<file path="config.mk">
export PLATFORM = sky130hd
export DESIGN_NAME = cve2_xif_coproc_ctrl
export DESIGN_NICKNAME = d
export VERILOG_FILES = /design/src/rtl/cve2_xif_coproc_pkg.sv /design/src/rtl/cve2_xif_coproc_ctrl.sv
export SDC_FILE = /design/constraint.sdc
export NUM_CORES = 1
export LEC_CHECK = 0
export BUFFER_PORTS_ARGS = -buffer_cell sky130_fd_sc_hd__buf_2
export CAP_MARGIN = 20
export CORE_MARGIN = 2
export CORE_UTILIZATION = 40
export DETAILED_ROUTE_END_ITERATION = 10
export GPL_ROUTABILITY_DRIVEN = 0
export MAX_ROUTING_LAYER = met4
export PLACE_DENSITY = 0.73
export SLEW_MARGIN = 30
export SYNTH_ARGS = -nofsm -noshare
export SYNTH_HDL_FRONTEND = slang
export SYNTH_SLANG_ARGS = --single-unit
</file>
<file path="constraint.sdc">
create_clock -name clk_i -period 3.3 [get_ports clk_i]
set_input_delay 0.495 -clock clk_i [delete_from_list [all_inputs] [get_ports clk_i]]
set_output_delay 0.495 -clock clk_i [all_outputs]
set_load 0.01 [all_outputs]
</file>
<file path="src/rtl/cve2_xif_coproc_pkg.sv">
// Shared types and constants for the XIF coprocessor-side controller.
package cve2_xif_coproc_pkg;

  typedef enum logic [2:0] {
    S_IDLE      = 3'd0,
    S_WAIT_OPS  = 3'd1,
    S_EXEC_REQ  = 3'd2,
    S_EXEC_WAIT = 3'd3,
    S_RESULT    = 3'd4
  } coproc_state_e;

  localparam logic [6:0] OPCODE_CUSTOM0 = 7'h0B;
  localparam logic [1:0] REG_READ_BOTH  = 2'b11;

endpackage

</file>
<file path="src/rtl/cve2_xif_coproc_ctrl.sv">
// XIF coprocessor endpoint: decodes custom-0 offloads, gathers operands and commit,
// drives a local execution unit and returns the result. One instruction in flight.
//
// state       | meaning
// S_IDLE      | ready for a new issue; stray operand transfers are swallowed
// S_WAIT_OPS  | accepted, waiting for both operands and a non-kill commit
// S_EXEC_REQ  | request presented to the execution unit
// S_EXEC_WAIT | waiting for the execution unit response strobe
// S_RESULT    | result presented to the host core
module cve2_xif_coproc_ctrl
  import cve2_xif_coproc_pkg::*;
#(
  parameter int unsigned X_ID_WIDTH     = 4,
  parameter int unsigned X_HARTID_WIDTH = 1,
  parameter int unsigned X_RFR_WIDTH    = 32,
  parameter logic [6:0]  OPCODE         = OPCODE_CUSTOM0
) (
  input  logic                      clk_i,
  input  logic                      rst_ni,
  input  logic                      issue_valid_i,
  output logic                      issue_ready_o,
  input  logic [31:0]               issue_instr_i,
  input  logic [X_ID_WIDTH-1:0]     issue_id_i,
  input  logic [X_HARTID_WIDTH-1:0] issue_hartid_i,
  output logic                      issue_accept_o,
  output logic                      issue_writeback_o,
  output logic [1:0]                issue_register_read_o,
  output logic                      issue_ecswrite_o,
  input  logic                      commit_valid_i,
  input  logic [X_ID_WIDTH-1:0]     commit_id_i,
  input  logic [X_HARTID_WIDTH-1:0] commit_hartid_i,
  input  logic                      commit_kill_i,
  input  logic                      register_valid_i,
  output logic                      register_ready_o,
  input  logic [X_ID_WIDTH-1:0]     register_id_i,
  input  logic [X_HARTID_WIDTH-1:0] register_hartid_i,
  input  logic [X_RFR_WIDTH-1:0]    register_rs0_i,
  input  logic [X_RFR_WIDTH-1:0]    register_rs1_i,
  input  logic [1:0]                register_rs_valid_i,
  output logic                      result_valid_o,
  input  logic                      result_ready_i,
  output logic [X_ID_WIDTH-1:0]     result_id_o,
  output logic [X_HARTID_WIDTH-1:0] result_hartid_o,
  output logic [X_RFR_WIDTH-1:0]    result_data_o,
  output logic [4:0]                result_rd_o,
  output logic                      result_we_o,
  output logic                      result_exc_o,
  output logic                      result_err_o,
  output logic                      result_dbg_o,
  output logic [5:0]                result_exccode_o,
  output logic                      exu_req_valid_o,
  input  logic                      exu_req_ready_i,
  output logic [31:0]               exu_instr_o,
  output logic [X_RFR_WIDTH-1:0]    exu_op_a_o,
  output logic [X_RFR_WIDTH-1:0]    exu_op_b_o,
  input  logic                      exu_resp_valid_i,
  input  logic [X_RFR_WIDTH-1:0]    exu_resp_data_i
);

  coproc_state_e              r_state;
  coproc_state_e              w_state_nxt;
  logic [31:0]                r_instr;
  logic [X_ID_WIDTH-1:0]      r_id;
  logic [X_HARTID_WIDTH-1:0]  r_hartid;
  logic                       r_reg_got;
  logic                       r_commit_got;
  logic [X_RFR_WIDTH-1:0]     r_op_a;
  logic [X_RFR_WIDTH-1:0]     r_op_b;
  logic [X_RFR_WIDTH-1:0]     r_data;

  logic w_idle, w_wait_ops, w_accept, w_issue_hs, w_issue_acc;
  logic w_reg_ready, w_reg_take, w_commit_match, w_commit_vld, w_kill, w_commit_ok;

  assign w_idle      = (r_state == S_IDLE);
  assign w_wait_ops  = (r_state == S_WAIT_OPS);
  assign w_accept    = (issue_instr_i[6:0] == OPCODE);
  assign w_issue_hs  = issue_valid_i & w_idle;
  assign w_issue_acc = w_issue_hs & w_accept;
  assign w_reg_ready = w_idle | (w_wait_ops & ~r_reg_got);

  // Operand transfers that do not match (or arrive in IDLE) are handshaken and dropped.
  assign w_reg_take = register_valid_i & w_reg_ready & w_wait_ops
                    & (register_id_i == r_id) & (register_hartid_i == r_hartid)
                    & (register_rs_valid_i == REG_READ_BOTH);

  // A commit may ride along with its own issue handshake, so match against the live issue id then.
  assign w_commit_match = w_idle ? ((commit_id_i == issue_id_i) & (commit_hartid_i == issue_hartid_i))
                                 : ((commit_id_i == r_id) & (commit_hartid_i == r_hartid));
  assign w_commit_vld   = commit_valid_i & (w_issue_acc | w_wait_ops) & w_commit_match;
  assign w_kill         = w_commit_vld & commit_kill_i;
  assign w_commit_ok    = w_commit_vld & ~commit_kill_i;

  always_ff @(posedge clk_i or negedge rst_ni) begin
    if (!rst_ni) r_state <= S_IDLE;
    else         r_state <= w_state_nxt;
  end

  always_comb begin
    w_state_nxt = r_state;
    case (r_state)
      S_IDLE:      if (w_issue_acc && !w_kill) w_state_nxt = S_WAIT_OPS;
      S_WAIT_OPS: begin
        if (w_kill) w_state_nxt = S_IDLE;
        else if ((r_reg_got | w_reg_take) & (r_commit_got | w_commit_ok)) w_state_nxt = S_EXEC_REQ;
      end
      S_EXEC_REQ:  if (exu_req_ready_i) w_state_nxt = S_EXEC_WAIT;
      S_EXEC_WAIT: if (exu_resp_valid_i) w_state_nxt = S_RESULT;
      S_RESULT:    if (result_ready_i) w_state_nxt = S_IDLE;
      default:     w_state_nxt = S_IDLE;
    endcase
  end

  always_ff @(posedge clk_i or negedge rst_ni) begin
    if (!rst_ni) begin
      r_instr      <= '0;
      r_id         <= '0;
      r_hartid     <= '0;
      r_reg_got    <= 1'b0;
      r_commit_got <= 1'b0;
      r_op_a       <= '0;
      r_op_b       <= '0;
      r_data       <= '0;
    end else begin
      if (w_issue_acc) begin
        r_instr      <= issue_instr_i;
        r_id         <= issue_id_i;
        r_hartid     <= issue_hartid_i;
        r_reg_got    <= 1'b0;
        r_commit_got <= w_commit_ok;
      end else if (w_wait_ops) begin
        if (w_kill) begin
          r_reg_got    <= 1'b0;
          r_commit_got <= 1'b0;
          r_op_a       <= '0;
          r_op_b       <= '0;
        end else begin
          if (w_reg_take) begin
            r_reg_got <= 1'b1;
            r_op_a    <= register_rs0_i;
            r_op_b    <= register_rs1_i;
          end
          if (w_commit_ok) r_commit_got <= 1'b1;
        end
      end
      if ((r_state == S_EXEC_WAIT) && exu_resp_valid_i) r_data <= exu_resp_data_i;
    end
  end

  always_comb begin
    issue_ready_o         = w_idle;
    issue_accept_o        = w_issue_hs & w_accept;
    issue_writeback_o     = w_issue_hs & w_accept & (issue_instr_i[11:7] != 5'd0);
    issue_register_read_o = (w_issue_hs & w_accept) ? REG_READ_BOTH : 2'b00;
    issue_ecswrite_o      = 1'b0;
    register_ready_o      = w_reg_ready;
    exu_req_valid_o       = (r_state == S_EXEC_REQ);
    exu_instr_o           = r_instr;
    exu_op_a_o            = r_op_a;
    exu_op_b_o            = r_op_b;
    result_valid_o        = (r_state == S_RESULT);
    result_id_o           = r_id;
    result_hartid_o       = r_hartid;
    result_data_o         = r_data;
    result_rd_o           = r_instr[11:7];
    result_we_o           = (r_instr[11:7] != 5'd0);
    result_exc_o          = 1'b0;
    result_err_o          = 1'b0;
    result_dbg_o          = 1'b0;
    result_exccode_o      = 6'd0;
  end

endmodule

</file>
Word-level counts from Yosys, hierarchy flattened
Cells that the tools add are included.
- memory bits (read-only): 0
- bits in registers: 138
- input port bits: 154
- RAM bits: 0
- output and inout bits: 157
- logic and storage cells: 84
- latch bits: 0
- memories kept: 0
- mux-type cells: 21
- bitwise logic cells: 23
- divide/modulo/power cells: 0
- $lt $le $gt $ge: 0
- equal/unequal tests: 17
- shift operators: 0
- add/sub/neg operators: 0
- reductions and logical operators: 14
- multiply operators: 0
- operators with widths (kind ; count):
    32-bit two-way mux ; 4
    3-bit two-way mux ; 6
    1-bit bitwise AND ; 16
    3-bit one-hot mux with 5 select lines ; 1
    4-bit equality test ; 3
    5-bit nonzero test ; 2
    1-bit two-way mux ; 9
    7-bit by 4-bit equality test with 1-bit output, second input constant ; 1
    3-bit by 2-bit equality test with 1-bit output, second input constant ; 2
    2-bit by 1-bit inequality test with 1-bit output, second input constant ; 3
    3-bit nonzero test ; 2
    5-bit AND reduction ; 1
    1-bit bitwise OR ; 4
    2-bit AND reduction ; 2
    2-bit nonzero test ; 2
    1-bit equality test ; 3
    3-bit by 1-bit equality test with 1-bit output, second input constant ; 1
    3-bit equality test, second input constant ; 1
    3-bit logical NOT ; 1
    3-bit by 1-bit inequality test with 1-bit output, second input constant ; 1
    1-bit inverter ; 3
    3-bit AND reduction ; 1
    2-bit equality test, second input constant ; 1
    1-bit logical AND ; 2
    3 further kinds ; 3

Logic depth before layout (Yosys ltp)
Gate-level depths: netlist of the first run.
- word-level depth: 13
- depth in mapped cells: 9
- depth with buffers taken out: 6

Least setup slack after synthesis of the first run
Ideal clock, no wire load.
- path type: in2out
- from: input port issue_instr_i[5]
- to: output port issue_register_read_o[0]
- data required time: 2.805 ns
- path slack: 1.035 ns
- stages on the path: 6
- data arrival time: 1.770 ns
- buffers on the path: 2
- cell sequence: nand2b_1 nor4_1 nand2_1 inv_1 buf_1 buf_4
- longest elaborated chain between the ends: 3
- RTL lines (item ; line ; text):
    from (decl) ; cve2_xif_coproc_ctrl.sv:22 ; input logic [31:0] issue_instr_i,
    7-bit by 4-bit equality test with 1-bit output ; cve2_xif_coproc_ctrl.sv:76 ; assign w_accept = (issue_instr_i[6:0] == OPCODE);
    1-bit bitwise AND ; - ;
    net issue_accept_o ; cve2_xif_coproc_ctrl.sv:25 ; output logic issue_accept_o,
    2-bit two-way mux ; cve2_xif_coproc_ctrl.sv:153 ; issue_register_read_o = (w_issue_hs & w_accept) ? REG_READ_BOTH : 2'b00;
    to (decl) ; cve2_xif_coproc_ctrl.sv:27 ; output logic [1:0] issue_register_read_o,
The timed path passes the listed nets, and every way through them passes these cells.

Final worst setup path of the first run
- from: register r_state[1]
- to: register r_op_a[16], in the netlist exu_op_a_o[16]
- longest elaborated chain between the ends: 10
- elaborated cells between the ends (all ways): 20
- classes of those cells: eq/ne: 1; mux: 2; bitwise: 14; reduce/logical: 3
- RTL lines (item ; line ; text):
    from (decl) ; cve2_xif_coproc_ctrl.sv:60 ; coproc_state_e r_state;
    from (signal assigned) ; cve2_xif_coproc_ctrl.sv:95 ; else r_state <= w_state_nxt;
    3-bit by 1-bit equality test with 1-bit output ; cve2_xif_coproc_ctrl.sv:75 ; assign w_wait_ops = (r_state == S_WAIT_OPS);
    1-bit bitwise AND ; cve2_xif_coproc_ctrl.sv:79 ; assign w_reg_ready = w_idle | (w_wait_ops & ~r_reg_got);
    1-bit bitwise OR ; cve2_xif_coproc_ctrl.sv:79 ;
    1-bit bitwise AND (2 in a row) ; cve2_xif_coproc_ctrl.sv:82 ; assign w_reg_take = register_valid_i & w_reg_ready & w_wait_ops
    1-bit bitwise AND (2 in a row) ; cve2_xif_coproc_ctrl.sv:83 ; & (register_id_i == r_id) & (register_hartid_i == r_hartid)
    1-bit bitwise AND ; cve2_xif_coproc_ctrl.sv:84 ; & (register_rs_valid_i == REG_READ_BOTH);
    2-bit nonzero test (no line) ; - ;
    3-bit AND reduction (no line) ; - ;
    to (signal assigned) ; cve2_xif_coproc_ctrl.sv:139 ; r_op_a <= register_rs0_i;
    to (decl) ; cve2_xif_coproc_ctrl.sv:67 ; logic [X_RFR_WIDTH-1:0] r_op_a;
Parallel ways exist; a longest one is shown, timed or not.
A chain may end at the register's enable or synchronous reset.

==> results.json, run 1 <==
{
  "wl_per_cell_um": 15.8,
  "p_leak_uw": 0.00446,
  "internal_power_uw": 3560,
  "critPathCaptureType": "register",
  "startpoint_type": "register",
  "synth.yosys.seq_area_share_pct": 61.6,
  "max_stage_delay_ns": 0.56,
  "grt_max_degree": 74,
  "remaining_drc_errors": 0,
  "grt_util_all_layers_pct": 19.8,
  "seqPwrFrac_pct": 43.4,
  "dp_hpwl_um": 10800,
  "reg2reg_depth": 6,
  "grt_pass1_wl_um": 22200,
  "synth-edff-count": 0,
  "grt_pass1_vias": 4485,
  "cts_hold_buf": 0,
  "design_area_um2": 7660,
  "numClockSinks": 138,
  "antenna_found_initial": 1,
  "die_width_um": 122,
  "via_per_inst": 4.87,
  "fin_crit_sh_pct": 76.6,
  "fp-row-count": 43,
  "critPathArrivalTime_ns": 2.87,
  "power_switching_share_pct": 26.7,
  "combPwrFrac_pct": 19.3,
  "worstSkewPairLatency_ns": 0.41,
  "power_uw": 4850,
  "finalNetCount": 890,
  "die_h_um": 122,
  "worst_r2r_endpoint": "exu_op_a_o[16]$_DFFE_PN0P_",
  "fin_crit_ns": 2.53,
  "slew_viol_final": 0,
  "synthArstFlopShare_pct": 100,
  "synth_most_common_cell": "dfrtp_1",
  "root_buffer": "clkbuf_16",
  "post_cts_buffers": 0,
  "synthDistinctLibCells": 44,
  "overflow": 0,
  "fp.coreArea_um2": 13800,
  "placed_cell_area_um2": 7100,
  "skew_ns": 0.00720,
  "die_area_um2": 15000,
  "dr.pass1.iters": 4,
  "critPathKind": "register to register",
  "status": "finished, final reports clean",
  "maxCapViolations": 0,
  "cts.clk_slew.worst_paths_ns": 0.06,
  "slew_headroom_pct": 55.3,
  "worstReg2RegStart": "r_state[1]$_DFFE_PN0P_",
  "p_per_area_nw_per_um2": 633,
  "synth.top_cell.area_share_pct": 61.6,
  "initialDrtViolationCount": 200,
  "drive_above_1_share_pct": 50.5,
  "num_vias": 4517,
  "syn_to_final_growth_pct": 36.7,
  "rsz0062_at_grt": "no",
  "fmaxAchievable_ghz": 0.396,
  "rrSetupSlack_ns": 0.77,
  "worst_hold_path_type": "input pin to async pin",
  "required_ns": 3.64,
  "hold_viol": 0,
  "crit_chain": "nor3_4 -> nor3_1 -> o21a_4 -> o21ai_4 -> buf_4 -> a22o_1",
  "cts_tree": "done",
  "cts_made_buffers": 17,
  "ys_ff_latch": 138,
  "switchingPower_uw": 1300,
  "yosys_warnings": 0,
  "cts_resized": 0,
  "worst_ir_drop_vdd_v": 0.000380,
  "worst-path-max-fanout": 40,
  "synth_flop_cell": "dfrtp_1",
  "synth_commonest_cells": "dfrtp_1 (138), nand2_1 (96), a22o_1 (65)",
  "avgSynthCellArea_um2": 12.7,
  "ios": 311,
  "htreeDepth": 4,
  "fin_setup_tns_ns": 0,
  "yosys-top-cells-area": "dfrtp_1 (62%), a22o_1 (10%), mux2_2 (6.4%)",
  "start_util_pct": 40.7,
  "ant_nets": 0,
  "worst_pin_slew_ns": 0.668,
  "crit_slowest_cell": "o21ai_4",
  "setup_violations": 0,
  "synth_top_cell_by_area": "dfrtp_1",
  "syn-instance-count": 443,
  "power.clock.fraction_pct": 37.3,
  "syn_area_um2": 5610,
  "wirelength_um": 14700,
  "clockBufferDepth": 2,
  "port_buffers": 300
}
-- critical path, delay by kind of cell, from the launching register on --
family	cells	cell delay [ns]
simple gates	2	0.38
flops	1	0.49
compound gates	3	1.06
buf+inv	1	0.50
-- power by group through the flow --
stage | clock, µW | sequential (µW) | combinational (µW)
CTS | 1850 | 2100 | 950
global route | 1950 | 2140 | 1020
global placement | 0 | 2120 | 924
finish | 1810 | 2110 | 936
floorplan | 0 | 2220 | 399
detailed placement | 0 | 2130 | 946
-- per-stage QoR --
| step | cells | utilization, % | setup slack, ns | hold WS, ns |
|---|---|---|---|---|
| after floorplan | 452 | - | 1.03 | 0.199 |
| after global placement | 897 | 51.5 | 0.787 | 0.444 |
| after detailed placement | 897 | 51.5 | 0.684 | 0.455 |
| after CTS | 927 | 55.6 | 0.773 | 0.0794 |
| after global routing | 928 | 55.7 | 0.625 | 0.0992 |
| final | 928 | 55.7 | 0.773 | 0.0657 |
-- layer usage --
metal / global-route usage, % / part of all wire, % / up-vias
met5: - / 0 / -
met4: 8.55 / 1.6 / 0
met3: 5.99 / 8.8 / 19
met2: 32.2 / 51 / 221
met1: 22.8 / 39 / 2182
li1: - / - / 2095
-- cell usage in the layout, fill, tap and decap left out, types with 4 or more instances in the layout --
| cell | count |
|---|---|
| and2_1 | 5 |
| xnor2_1 | 13 |
| nand2b_1 | 5 |
| nor2_1 | 6 |
| clkinv_2 | 5 |
| clkbuf_16 | 17 |
| a22o_1 | 65 |
| nand2_1 | 96 |
| buf_2 | 299 |
| buf_4 | 6 |
| conb_1 | 10 |
| nor3_1 | 4 |
| dfrtp_1 | 138 |
| mux2_2 | 32 |
-- worst max-delay path by stage --
stage                      startpoint                          to  slack [ns]
2_1_floorplan        issue_instr_i[5]    issue_register_read_o[0]        1.03
3_3_place_gp         issue_instr_i[5]  exu_op_a_o[14]$_DFFE_PN0P_        0.79
3_5_place_dp           commit_id_i[3]  exu_op_b_o[24]$_DFFE_PN0P_        0.68
4_1_cts        r_state[2]$_DFFE_PN0P_  exu_op_a_o[27]$_DFFE_PN0P_        0.77
5_1_grt        r_state[2]$_DFFE_PN0P_  exu_op_b_o[21]$_DFFE_PN0P_        0.63
6_report       r_state[1]$_DFFE_PN0P_  exu_op_a_o[16]$_DFFE_PN0P_        0.77
-- layout make-up --
type / instances / area (µm²)
Antenna cell: 1 / 2.50
Clock buffer: 18 / 439
Clock inverter: 12 / 126
Multi-Input combinational cell: 270 / 1840
Fill cell: 1195 / 6110
Timing Repair Buffer: 307 / 1570
Tap cell: 180 / 225
Inverter: 2 / 7.51
Sequential cell: 138 / 3450
-- flip-flops by register name (all words and copies together), names as in the netlist --
register and count:
result_hartid_o 1, r_reg_got 1, r_state 3, result_data_o 32
result_id_o 4, r_commit_got 1, exu_op_b_o 32, exu_instr_o 32
exu_op_a_o 32
-- cell families (layout without fill, tap and decap cells) --
family | Yosys count | after routing | share of synthesized area (%)
DFF | 138 | 138 | 61.6
muxes | 32 | 32 | 6.43
and+or+nand+nor | 133 | 133 | 11.0
other | 1 | 11 | 0.0669
AOI/OAI and AO/OA | 80 | 80 | 12.4
buffers and inverters | 44 | 339 | 6.21
xor gates and xnor gates | 15 | 15 | 2.34
No activity file was read; power rests on OpenSTA's default activity.
==> run 2: changes to the inputs <==
Clock period 3.3 ns to 2.55 ns, I/O delays scaled along.
==> results.json, run 2 (synthesis results as in run 1) <==
{
  "reg2reg_depth": 7,
  "syn_to_final_growth_pct": 38.4,
  "layout_commonest_cell": "buf_2",
  "mostFrequentLayoutCells": "buf_2 (299), dfrtp_1 (138), nand2_1 (96), a22o_1 (65), mux2_2 (32)",
  "finalNetCount": 894,
  "fin_setup_tns_ns": 0,
  "startpoint_type": "register",
  "maxCapViolations": 0,
  "n_fill_cell": 1199,
  "wirelength_um": 14800,
  "grt_pass1_wl_um": 22200,
  "status": "finished, final reports clean",
  "holdPathEnd": "exu_instr_o[19]$_DFFE_PN0P_",
  "antenna_found_initial": 0,
  "worstSkewPairLatency_ns": 0.41,
  "min_from": "issue_instr_i[19]",
  "setup_violations": 0,
  "via_per_inst": 4.80,
  "fin_crit_sh_pct": 86.5,
  "dp_slack_ns": 0.424,
  "cts.clk_slew.worst_paths_ns": 0.06,
  "critPathCaptureType": "output pin",
  "start_util_pct": 40.7,
  "p_leak_uw": 0.00450,
  "skew_ns": 0.00517,
  "rrSetupSlack_ns": 0.43,
  "final_util_pct": 56.3,
  "fin_crit_ns": 2.21,
  "grt_pass1_vias": 4528,
  "worst_hold_path_type": "input pin to register",
  "cts_resized": 0,
  "multi_input_area_um2": 1840,
  "ant_nets": 0,
  "p_per_area_nw_per_um2": 829,
  "worst_pin_slew_ns": 0.546,
  "fmaxAchievable_ghz": 0.453,
  "remaining_drc_errors": 0,
  "numClockSinks": 138,
  "grt_max_degree": 65,
  "htreeDepth": 4,
  "slew_headroom_pct": 63.6,
  "hold_viol": 0,
  "die_area_um2": 15000,
  "overflow": 0,
  "seq_area_um2": 3450,
  "num_antenna_cells": 0,
  "holdPathStages": 3,
  "critPathKind": "register to output pin",
  "power_uw": 6430,
  "clockBufferDepth": 2,
  "port_buffers": 300,
  "cts_made_buffers": 17,
  "ios": 311,
  "root_buffer": "clkbuf_16",
  "rsz0062_at_grt": "no",
  "drive_above_1_share_pct": 50.5,
  "worst_r2r_endpoint": "exu_op_b_o[1]$_DFFE_PN0P_",
  "wl_per_cell_um": 15.8,
  "die_width_um": 122,
  "die_h_um": 122,
  "fp.coreArea_um2": 13800,
  "initialDrtViolationCount": 134,
  "required_ns": 2.17,
  "setup_ws_ns": 0.345,
  "critPathArrivalTime_ns": 1.82,
  "slew_viol_final": 0,
  "cts_tree": "done",
  "dp_hpwl_um": 10900,
  "worstReg2RegStart": "result_id_o[1]$_DFFE_PN0P_",
  "dr.pass1.iters": 4,
  "worst_ir_drop_vdd_v": 0.000535,
  "fp-row-count": 43,
  "grt_util_all_layers_pct": 19.8,
  "num_vias": 4474,
  "worst-path-max-fanout": 11
}
[run 2: layout make-up]
type	count	share of cell area (%)
sequential	138	44.5
multi-input combinational	270	23.7
timing repair buffer	311	21.0
clock buffer	21	5.93
tap	180	2.90
clock inverter	11	1.87
inverter	2	0.0967
[run 2: critical path: stages, from the launching register on]
cell,delay (ns)
dfrtp_1,0.47
nor3_4,0.28
nand2_1,0.28
inv_1,0.22
buf_2,0.16
[run 2: report_power, final]
part           switching (µW)  total (µW)  internal (µW)
Sequential                203        2730           2520
Combinational             590        1220            634
Clock                     893        2480           1590
[run 2: worst max path at each step]
stage / from / to / slack (ns) / depth (start not counted)
2_1_floorplan: issue_instr_i[5] / issue_register_read_o[0] / 0.51 / 6
3_3_place_gp: issue_instr_i[5] / issue_register_read_o[1] / 0.48 / 6
3_5_place_dp: register_id_i[1] / exu_op_b_o[2]$_DFFE_PN0P_ / 0.42 / 7
4_1_cts: r_state[2]$_DFFE_PN0P_ / issue_register_read_o[0] / 0.30 / 4
5_1_grt: r_state[0]$_DFFE_PN0P_ / issue_register_read_o[0] / 0.21 / 4
6_report: r_state[2]$_DFFE_PN0P_ / issue_register_read_o[0] / 0.34 / 4
[run 2: routing by layer]
metal	global-route usage (%)	share of wire [%]
met3	5.99	8.0
met2	33.3	51
met1	22.0	39
met5	-	0
met4	8.19	2.1
[run 2: what timing repair did]
action / CTS / global route
hold endpoints to repair: 56 / 0
hold buffers: 1 / 0
endpoints found under the setup margin: 0 / 0
buffers inserted: 0 / 0
[run 2: metrics by stage]
step / hold WS [ns] / cells / instance area [µm²]
CTS: 0.138 / 933 / 7760
detailed placement: 0.394 / 900 / 7140
global route: 0.150 / 933 / 7760
floorplan: 0.0869 / 452 / 5640
global placement: 0.385 / 900 / 7140
finish: 0.161 / 933 / 7760
==> run 3: changes to the inputs <==
Settings changed: PLACE_DENSITY 0.73 to 0.71.
==> results.json, run 3 (synthesis results as in run 1) <==
{
  "die_h_um": 122,
  "crit_slowest_cell": "dfrtp_1",
  "skew_ns": 0.00657,
  "grt_pass1_vias": 4454,
  "combPwrFrac_pct": 19.6,
  "cts_tree": "done",
  "cts_hold_buf": 1,
  "wirelength_um": 14800,
  "remaining_drc_errors": 0,
  "clockBufferDepth": 2,
  "grt_pass1_wl_um": 22100,
  "numClockSinks": 138,
  "setup_ws_ns": 0.283,
  "fin_setup_tns_ns": 0,
  "crit_chain": "nor3_4 -> nand2_1 -> buf_4 -> a21oi_1 -> buf_2",
  "slew_viol_final": 0,
  "layout_commonest_cell": "buf_2",
  "status": "finished, final reports clean",
  "root_buffer": "clkbuf_16",
  "seqPwrFrac_pct": 43.7,
  "switchingPower_uw": 1650,
  "startpoint_type": "register",
  "worst_pin_slew_ns": 0.676,
  "worst_hold_path_type": "input pin to register",
  "required_ns": 2.17,
  "worst-path-max-fanout": 41,
  "final_util_pct": 55.9,
  "worst_ir_drop_vdd_v": 0.000703,
  "power.clock.fraction_pct": 36.7,
  "grt_util_all_layers_pct": 19.7,
  "maxCapViolations": 0,
  "worstSkewPairLatency_ns": 0.40,
  "finalNetCount": 893,
  "p_per_area_nw_per_um2": 810,
  "fp.coreArea_um2": 13800,
  "hold_viol": 0,
  "fin_crit_ns": 2.27,
  "multi_input_area_um2": 1840,
  "htreeDepth": 4,
  "max_stage_delay_ns": 0.49,
  "dr.pass1.iters": 4,
  "dp_slack_ns": 0.214,
  "rsz0062_at_grt": "no",
  "setup_violations": 0,
  "fin_crit_sh_pct": 88.9,
  "overflow": 0,
  "critPathKind": "register to output pin",
  "critPathCaptureType": "output pin",
  "cts_resized": 0,
  "ios": 311,
  "fp-row-count": 43,
  "initialDrtViolationCount": 257,
  "port_buffers": 300,
  "antenna_found_initial": 1,
  "power_switching_share_pct": 26.5,
  "dp_hpwl_um": 10800,
  "post_cts_buffers": 0,
  "p_leak_uw": 0.00447,
  "critPathArrivalTime_ns": 1.88,
  "slew_headroom_pct": 54.9,
  "start_util_pct": 40.7,
  "rrSetupSlack_ns": 0.32,
  "path_buf_inv": 2,
  "syn_to_final_growth_pct": 37.5,
  "wl_per_cell_um": 15.9,
  "via_per_inst": 4.83,
  "power_uw": 6240,
  "ant_nets": 0,
  "fmaxAchievable_ghz": 0.441,
  "die_area_um2": 15000,
  "cts_made_buffers": 17,
  "n_fill_cell": 1164,
  "seq_area_um2": 3450,
  "num_vias": 4494,
  "grt_max_degree": 65,
  "die_width_um": 122,
  "cpLargestDelayFamily": "flip-flops",
  "mostFrequentLayoutCells": "buf_2 (299), dfrtp_1 (138), nand2_1 (96), a22o_1 (65), mux2_2 (32)",
  "cts.clk_slew.worst_paths_ns": 0.06,
  "holdWs_ns": 0.164,
  "internal_power_uw": 4590,
  "drive_above_1_share_pct": 50.3
}
run 3: final timing paths:
| path | endpoint | cells after the start | start |
|---|---|---|---|
| setup reg to reg | exu_op_b_o[25]$_DFFE_PN0P_ | 6 | r_state[2]$_DFFE_PN0P_ |
| max in group asynchronous | exu_op_a_o[20]$_DFFE_PN0P_ | 3 | rst_ni |
| hold / removal | exu_instr_o[22]$_DFFE_PN0P_ | 3 | issue_instr_i[22] |
| setup / recovery | issue_writeback_o | 5 | r_state[2]$_DFFE_PN0P_ |
| min in group asynchronous | exu_op_b_o[25]$_DFFE_PN0P_ | 2 | rst_ni |
| hold reg to reg | exu_instr_o[0]$_DFFE_PN0P_ | 1 | exu_instr_o[0]$_DFFE_PN0P_ |
run 3: metrics by stage:
| stage | instances | cell area [µm²] |
|---|---|---|
| 2_1_floorplan | 452 | 5640 |
| 3_3_place_gp | 899 | 7140 |
| 3_5_place_dp | 899 | 7140 |
| 4_1_cts | 930 | 7700 |
| 5_1_grt | 931 | 7700 |
| 6_report | 931 | 7700 |
run 3: layout make-up:
type,count,share of cell area (%)
well taps,180,2.92
repair buffers,310,21.1
multi-input cells,270,23.9
inverters,2,0.0974
clock buffers,23,6.33
diodes,1,0.0325
flip-flops and latches,138,44.8
clock inverters,7,0.877
run 3: layer usage:
| metal | share of wire [%] | global-route usage (%) | vias to the layer above |
|---|---|---|---|
| li1 | - | - | 2100 |
| met1 | 38 | 21.7 | 2187 |
| met2 | 52 | 33.0 | 194 |
| met3 | 8.9 | 6.46 | 13 |
| met4 | 1.3 | 7.83 | 0 |
| met5 | 0 | - | - |
run 3: power groups by stage:
stage | clock network [µW] | logic (µW) | registers (µW)
6_report | 2290 | 1220 | 2730
5_1_grt | 2430 | 1340 | 2770
4_1_cts | 2350 | 1240 | 2730
3_5_place_dp | 0 | 1230 | 2770
3_3_place_gp | 0 | 1200 | 2750
2_1_floorplan | 0 | 516 | 2870
run 3: worst min-delay path, stage by stage:
cell and delay (ns):
buf_2 0.07, nand2_1 0.04, nand2_1 0.04
